==> config.mk <==
export PLATFORM = sky130hd
export DESIGN_NAME = register_file
export DESIGN_NICKNAME = d
export VERILOG_FILES = /design/src/rtl/register_file.sv
export SDC_FILE = /design/constraint.sdc
export NUM_CORES = 2
export LEC_CHECK = 0
export ABC_CLOCK_PERIOD_IN_PS = 59400
export BUFFER_PORTS_ARGS = -buffer_cell sky130_fd_sc_hd__buf_2
export CAP_MARGIN = 20
export CORE_AREA = 2 2 362 507
export DETAILED_ROUTE_END_ITERATION = 8
export DIE_AREA = 0 0 364 509
export PLACE_DENSITY = 0.59
export SYNTH_ARGS = -nofsm -noshare
export SYNTH_HDL_FRONTEND = slang
export SYNTH_SLANG_ARGS = --single-unit
==> constraint.sdc <==
create_clock -name clk -period 59.4 [get_ports clk]
set_clock_uncertainty 0.2 [all_clocks]
set_input_delay 5.94 -clock clk [delete_from_list [all_inputs] [get_ports clk]]
set_output_delay 5.94 -clock clk [all_outputs]
set_load 0.02 [all_outputs]
==> src/rtl/register_file.sv <==
// RISC-V integer register file: 31 stored registers (x0 hardwired to zero),
// two combinational read ports with optional write-through, one write port, debug read.
module register_file #(
  parameter int unsigned XLEN     = 32,
  parameter logic [XLEN-1:0] SP_RESET = XLEN'(32'h0000_3FFC),
  parameter logic [XLEN-1:0] GP_RESET = XLEN'(32'h0000_1800),
  parameter int unsigned BYPASS   = 1
) (
  input  logic            clk,
  input  logic            rst,
  input  logic [4:0]      rs1,
  input  logic [4:0]      rs2,
  input  logic [4:0]      rd,
  input  logic            we,
  input  logic [XLEN-1:0] wd,
  output logic [XLEN-1:0] rd1,
  output logic [XLEN-1:0] rd2,
  input  logic [4:0]      dbg_addr,
  output logic [XLEN-1:0] dbg_data,
  output logic [31:0]     wr_count
);

  localparam int unsigned NREGS = 32;
  localparam bit          BYP   = (BYPASS != 0);

  logic [XLEN-1:0] regs [1:NREGS-1];
  logic [XLEN-1:0] view [0:NREGS-1];
  logic            wr_en;

  assign wr_en = we && (rd != 5'd0);

  // Storage and commit counter; reset values are architectural (sp, gp).
  always_ff @(posedge clk or posedge rst) begin
    if (rst) begin
      for (int i = 1; i < NREGS; i++) begin
        if (i == 2)      regs[i] <= SP_RESET;
        else if (i == 3) regs[i] <= GP_RESET;
        else             regs[i] <= '0;
      end
      wr_count <= '0;
    end else if (wr_en) begin
      regs[rd] <= wd;
      wr_count <= wr_count + 32'd1;
    end
  end

  // Full 32-entry view with x0 reading as zero, so address decode needs no guard.
  always_comb begin
    view[0] = '0;
    for (int i = 1; i < NREGS; i++) begin
      view[i] = regs[i];
    end
  end

  always_comb begin
    rd1 = view[rs1];
    rd2 = view[rs2];
    if (BYP && wr_en && (rd == rs1)) rd1 = wd;
    if (BYP && wr_en && (rd == rs2)) rd2 = wd;
  end

  assign dbg_data = view[dbg_addr];

endmodule

Word level (Yosys, flattened, before mapping)
Cells that the tools add are included.
{"block": "totals", "reg_bits": 1024, "input_bits": 55}
{"block": "op_classes", "addsub": 1, "order_cmp": 5, "n_eq_ne": 2, "mux": 14, "n_bitwise": 4, "reduce_logical": 5}
{"operator": "992-bit bitwise mux", "count": 1}
{"operator": "32-bit binary-select mux with 5-bit select", "count": 3}
{"operator": "32-bit two-way mux", "count": 9}
{"operator": "32-bit demux with 5-bit select", "count": 1}
{"operator": "32-bit by 1-bit adder with 32-bit output (second input constant)", "count": 1}
{"operator": "6-bit greater-or-equal comparator (second input constant)", "count": 4}
{"operator": "5-bit NOT with 6-bit output", "count": 4}
{"operator": "5-bit == test", "count": 2}
{"operator": "6-bit by 1-bit < comparator with 1-bit output (second input constant)", "count": 1}
{"operator": "5-bit nonzero test", "count": 1}
{"operator": "1-bit logical AND", "count": 4}

Depth between registers and ports, before layout
{"block": "depth", "ltp_word": 6, "ltp_mapped": 9, "mapped_depth_nobuf": 6}

Worst setup path before layout
No wires, ideal clock.
{"block": "synth_timing", "path_type": "input to output", "startpoint": "in dbg_addr[1]", "endpoint": "out dbg_data[5]", "arrival_ns": 7.796, "required_ns": 53.260, "slack_ns": 45.464, "cell_stages": 5, "n_path_buf": 2, "path_cell_list": "clkbuf_1 clkbuf_1 mux4_2 mux4_2 mux2_2"}
{"block": "synth_between", "elab_chain_len": 4}
{"item": "start: declaration", "line_no": "18", "text": "input logic [4:0] dbg_addr,"}
{"item": "5-bit NOT with 6-bit output (implied by the code)", "line_no": "62", "text": "assign dbg_data = view[dbg_addr];"}
{"item": "32-bit binary-select mux with 5-bit select", "line_no": "62"}
{"item": "32-bit two-way mux (implied by the code) (2 in series)", "line_no": "62"}
{"item": "end: declaration", "line_no": "19", "text": "output logic [XLEN-1:0] dbg_data,"}
Every way passes these cells. The select of a mux whose other input is x is not followed.

Worst setup path in the final report
{"block": "layout_timing", "startpoint": "in dbg_addr[1]", "endpoint": "out dbg_data[1]"}
Same word-level chain as after synthesis.

==> flow_summary.html <==
<table>
<tr><th>Metric</th><th>Value</th></tr>
<tr><th colspan="2">Setup path</th></tr>
<tr><td>CP Class</td><td>in2out</td></tr>
<tr><td>Highest net fanout along the worst path</td><td>74</td></tr>
<tr><td>R2R Setup Slk</td><td>56,940 ps</td></tr>
<tr><td>Crit end category</td><td>primary output</td></tr>
<tr><td>Startpoint Class</td><td>input pin</td></tr>
<tr><td>Worst reg2reg path startpoint</td><td>wr_count[0]$_DFFE_PP0P_</td></tr>
<tr><td>Worst EP required</td><td>53,260 ps</td></tr>
<tr><td>Arrival time at the worst endpoint</td><td>10,550 ps</td></tr>
<tr><td>Reg2reg path depth</td><td>6</td></tr>
<tr><td>Terminus of the critical flop-to-flop path</td><td>wr_count[30]$_DFFE_PP0P_</td></tr>
<tr><th colspan="2">Timing</th></tr>
<tr><td>Final setup vio count</td><td>0</td></tr>
<tr><td>Minimum hold slack</td><td>268 ps</td></tr>
<tr><td>Headroom to the max-slew limit</td><td>0.199</td></tr>
<tr><td>Part of the cycle the worst path needs</td><td>0.281</td></tr>
<tr><td>Total Neg Setup Slack</td><td>0 ps</td></tr>
<tr><td>Number of pins with negative max-slew slack in the final report</td><td>0</td></tr>
<tr><td>Maximum clock frequency</td><td>0.0599 GHz</td></tr>
<tr><td>Worst Tran Pin Value</td><td>1200 ps</td></tr>
<tr><td>Final hold violation count</td><td>0</td></tr>
<tr><td>Setup repair after global routing missed its margin</td><td>false</td></tr>
<tr><td>Final min period</td><td>16,690 ps</td></tr>
<tr><th colspan="2">Clocking</th></tr>
<tr><td>Inserted Clock Buffers</td><td>104</td></tr>
<tr><td>Maximum buffer depth of the clock tree</td><td>3</td></tr>
<tr><td># hold bufs at CTS</td><td>0</td></tr>
<tr><td>Number of H-tree branching levels</td><td>3</td></tr>
<tr><td>Cell at the root of the clock tree</td><td>clkbuf_16</td></tr>
<tr><td>TritonCTS clock tree</td><td>built</td></tr>
<tr><td>Count of instances resized after the clock tree is built</td><td>0</td></tr>
<tr><td>Clock sink count</td><td>1,024</td></tr>
<tr><td>Clock Latency Late Sink</td><td>730 ps</td></tr>
<tr><td>Reg clk slew, reported paths</td><td>70 ps</td></tr>
<tr><td>Post-CTS setup buffers</td><td>0</td></tr>
<tr><th colspan="2">Logic synthesis</th></tr>
<tr><td>Warnings from Yosys</td><td>0</td></tr>
<tr><td>Number of enable flip-flop cells after synthesis</td><td>0</td></tr>
<tr><td>Largest cells by area after synthesis</td><td>dfrtp_1, mux4_2, mux2_2</td></tr>
<tr><td>Gate Count Post-Synth</td><td>4,349</td></tr>
<tr><td>Fraction of synthesis flops using an asynchronous set or reset pin</td><td>1.00</td></tr>
<tr><td>Dominant cell type by area after synthesis</td><td>dfrtp_1</td></tr>
<tr><td>Synth Register Bits</td><td>1,024</td></tr>
<tr><td>Yosys top cell area share</td><td>0.402</td></tr>
<tr><td>Dominant register cell in the synthesized netlist</td><td>dfrtp_1</td></tr>
<tr><td>Count of distinct cell types in the synthesized netlist</td><td>48</td></tr>
<tr><td>Leading post-synthesis cells by instance count</td><td>mux2_2, dfrtp_1, mux4_2, clkbuf_1, mux2i_1</td></tr>
<tr><td>Post-Synthesis Mean Instance Area</td><td>14.5 sq um</td></tr>
<tr><td>Most used standard cell by instance count after synthesis</td><td>mux2_2</td></tr>
<tr><td>Sequential-to-total area share from yosys stat</td><td>0.407</td></tr>
<tr><td>Summed instance area of the synthesized netlist</td><td>62,900 sq um</td></tr>
<tr><td>Mapped Nets</td><td>4,405</td></tr>
<tr><th colspan="2">Global route</th></tr>
<tr><td>Pin count of the biggest net entering global routing</td><td>176</td></tr>
<tr><td>Total overflow reported by the global router</td><td>0</td></tr>
<tr><td>Number of global-route vias before repair</td><td>43,800</td></tr>
<tr><td>Number of antenna violations at the first check in global routing</td><td>19</td></tr>
<tr><td>Gr usage total</td><td>0.237</td></tr>
<tr><td>Wire length of the first global-routing pass</td><td>320 mm</td></tr>
<tr><th colspan="2">Detailed routing</th></tr>
<tr><td>Routed length per instance</td><td>32.6 um</td></tr>
<tr><td>Total wire length</td><td>221 mm</td></tr>
<tr><td>Count of nets left with antenna violations after detail routing</td><td>0</td></tr>
<tr><td>Vias per cell</td><td>6.35</td></tr>
<tr><td>Detailed-routing iteration count for the pre-antenna-repair pass</td><td>6</td></tr>
<tr><td>Overall via count from detail_route</td><td>43,000</td></tr>
<tr><td>Number of DRC violations after detailed routing</td><td>0</td></tr>
<tr><td>Number of violations reported at the end of detailed-routing iteration 0</td><td>4,119</td></tr>
<tr><th colspan="2">Hold path</th></tr>
<tr><td>Cell count of the worst hold path</td><td>1</td></tr>
<tr><td>Critical hold path startpoint</td><td>wr_count[31]$_DFFE_PP0P_</td></tr>
<tr><td>Min-delay worst type</td><td>reg2reg</td></tr>
<tr><td>Worst Hold Endpoint</td><td>wr_count[31]$_DFFE_PP0P_</td></tr>
<tr><th colspan="2">Outcome</th></tr>
<tr><td>Outcome</td><td>completed</td></tr>
<tr><th colspan="2">Final layout</th></tr>
<tr><td>Post-layout nets</td><td>4,293</td></tr>
<tr><td>Share of layout cells above drive strength 1</td><td>0.542</td></tr>
<tr><td>Layout Cells excl Fill</td><td>6,772</td></tr>
<tr><td>Final-layout fill cell count</td><td>17,000</td></tr>
<tr><td>P&amp;R area growth vs syn</td><td>10.5%</td></tr>
<tr><th colspan="2">Floorplanning</th></tr>
<tr><td>Die area</td><td>185,000 sq um</td></tr>
<tr><td>Initial standard-cell utilization of the core</td><td>0.348</td></tr>
<tr><td>Width of the chip</td><td>364 um</td></tr>
<tr><td>Core outline area</td><td>181,000 sq um</td></tr>
<tr><td>Number of primary I/O pins</td><td>183</td></tr>
<tr><td>Num rows</td><td>185</td></tr>
<tr><td>Chip Height</td><td>509 um</td></tr>
<tr><th colspan="2">Job</th></tr>
<tr><td>Max-capacitance violation count</td><td>0</td></tr>
<tr><th colspan="2">Placed design</th></tr>
<tr><td>Gpl congestion</td><td>0.807</td></tr>
<tr><td>Post-detail-place hpwl</td><td>125 mm</td></tr>
<tr><td>Placed cells</td><td>6,560</td></tr>
<tr><td>Port Buffer Count</td><td>182</td></tr>
<tr><th colspan="2">Power</th></tr>
<tr><td>Power per cell area</td><td>32.3 nW/um^2</td></tr>
<tr><td>Leakage power summed over all cells</td><td>29.0 nW</td></tr>
<tr><td>Maximum vdd drop</td><td>0.0251 mV</td></tr>
</table>
[per-stage QoR]
step | setup WS, ps | instance area (sq um) | power (mW) | utilization
4_1_cts | 42770 | 69500 | 2.26 | 0.384
6_report | 42710 | 69600 | 2.25 | 0.385
5_1_grt | 42610 | 69500 | 2.34 | 0.385
2_1_floorplan | 24470 | 62900 | 1.38 | -
3_3_place_gp | 42800 | 65800 | 1.53 | 0.364
3_5_place_dp | 42760 | 65900 | 1.54 | 0.364
[state kept, by name, summed over array words and instances (netlist names)]
name and flops:
regs 992, wr_count 32
[worst max path at each step]
| stage | from | to | slack, ps | depth (start not counted) |
|---|---|---|---|---|
| after floorplan | rst | regs[0]$_DFFE_PP0P_ | 24470 | 1 |
| after global placement | dbg_addr[1] | dbg_data[26] | 42800 | 8 |
| after detailed placement | dbg_addr[1] | dbg_data[26] | 42760 | 8 |
| after CTS | dbg_addr[1] | dbg_data[26] | 42770 | 8 |
| after global routing | dbg_addr[1] | dbg_data[1] | 42610 | 9 |
| final | dbg_addr[1] | dbg_data[1] | 42710 | 9 |
[layout make-up]
cell class,count,area (sq um),share of cell area
Clock inverter,48,643,0.00925
Antenna cell,14,35.0,0.000504
Sequential cell,1024,25600,0.369
Timing Repair Buffer,277,1830,0.0262
Tap cell,2431,3040,0.0437
Inverter,13,58.8,0.000845
Clock buffer,148,2990,0.0430
Multi-Input combinational cell,2817,35300,0.508
[layer usage]
| layer | global-route usage | vias up | wire, um |
|---|---|---|---|
| li1 | - | 17000 | - |
| met1 | 0.318 | 23600 | 90000 |
| met2 | 0.386 | 1986 | 106000 |
| met3 | 0.0401 | 419 | 16400 |
| met4 | 0.0898 | 10 | 7990 |
| met5 | 0 | - | 66 |
[cells by family after synthesis]
logic type | Yosys count | share of synthesized area
compound gates | 482 | 0.0519
fa+ha+maj | 1 | 0.000199
flops | 1024 | 0.407
simple gates | 247 | 0.0176
mux | 2046 | 0.483
buf+inv | 508 | 0.0344
xor+xnor | 41 | 0.00571
[critical path: stages]
cell	delay [ps]
buf_8	470
buf_4	700
buf_4	720
buf_4	810
mux2_2	420
a22o_1	180
mux4_2	460
mux2_2	380
buf_2	190
[layout by cell type (no fill, tap or decap), types with 18 or more instances in the layout]
master and n:
a22o_1 32, o22ai_1 63, mux2i_1 189, a211oi_1 64, dfrtp_1 1010, clkinv_2 20, nor2_1 77, mux2_1 23
buf_4 90, mux2_2 1161, xnor2_1 23, buf_2 170, clkbuf_1 22, a21oi_1 127, o221ai_1 63, clkbuf_16 104
a22oi_1 63, clkbuf_8 22, nand2_1 76, mux4_2 673, xor2_1 18, a31oi_1 65
[where the power goes]
group	leakage, nW	switching [mW]	internal [mW]
Sequential	13.1	0.131	0.833
Combinational	14.2	0.242	0.331
Clock	1.77	0.307	0.402
(Power assumes the default switching activity.)
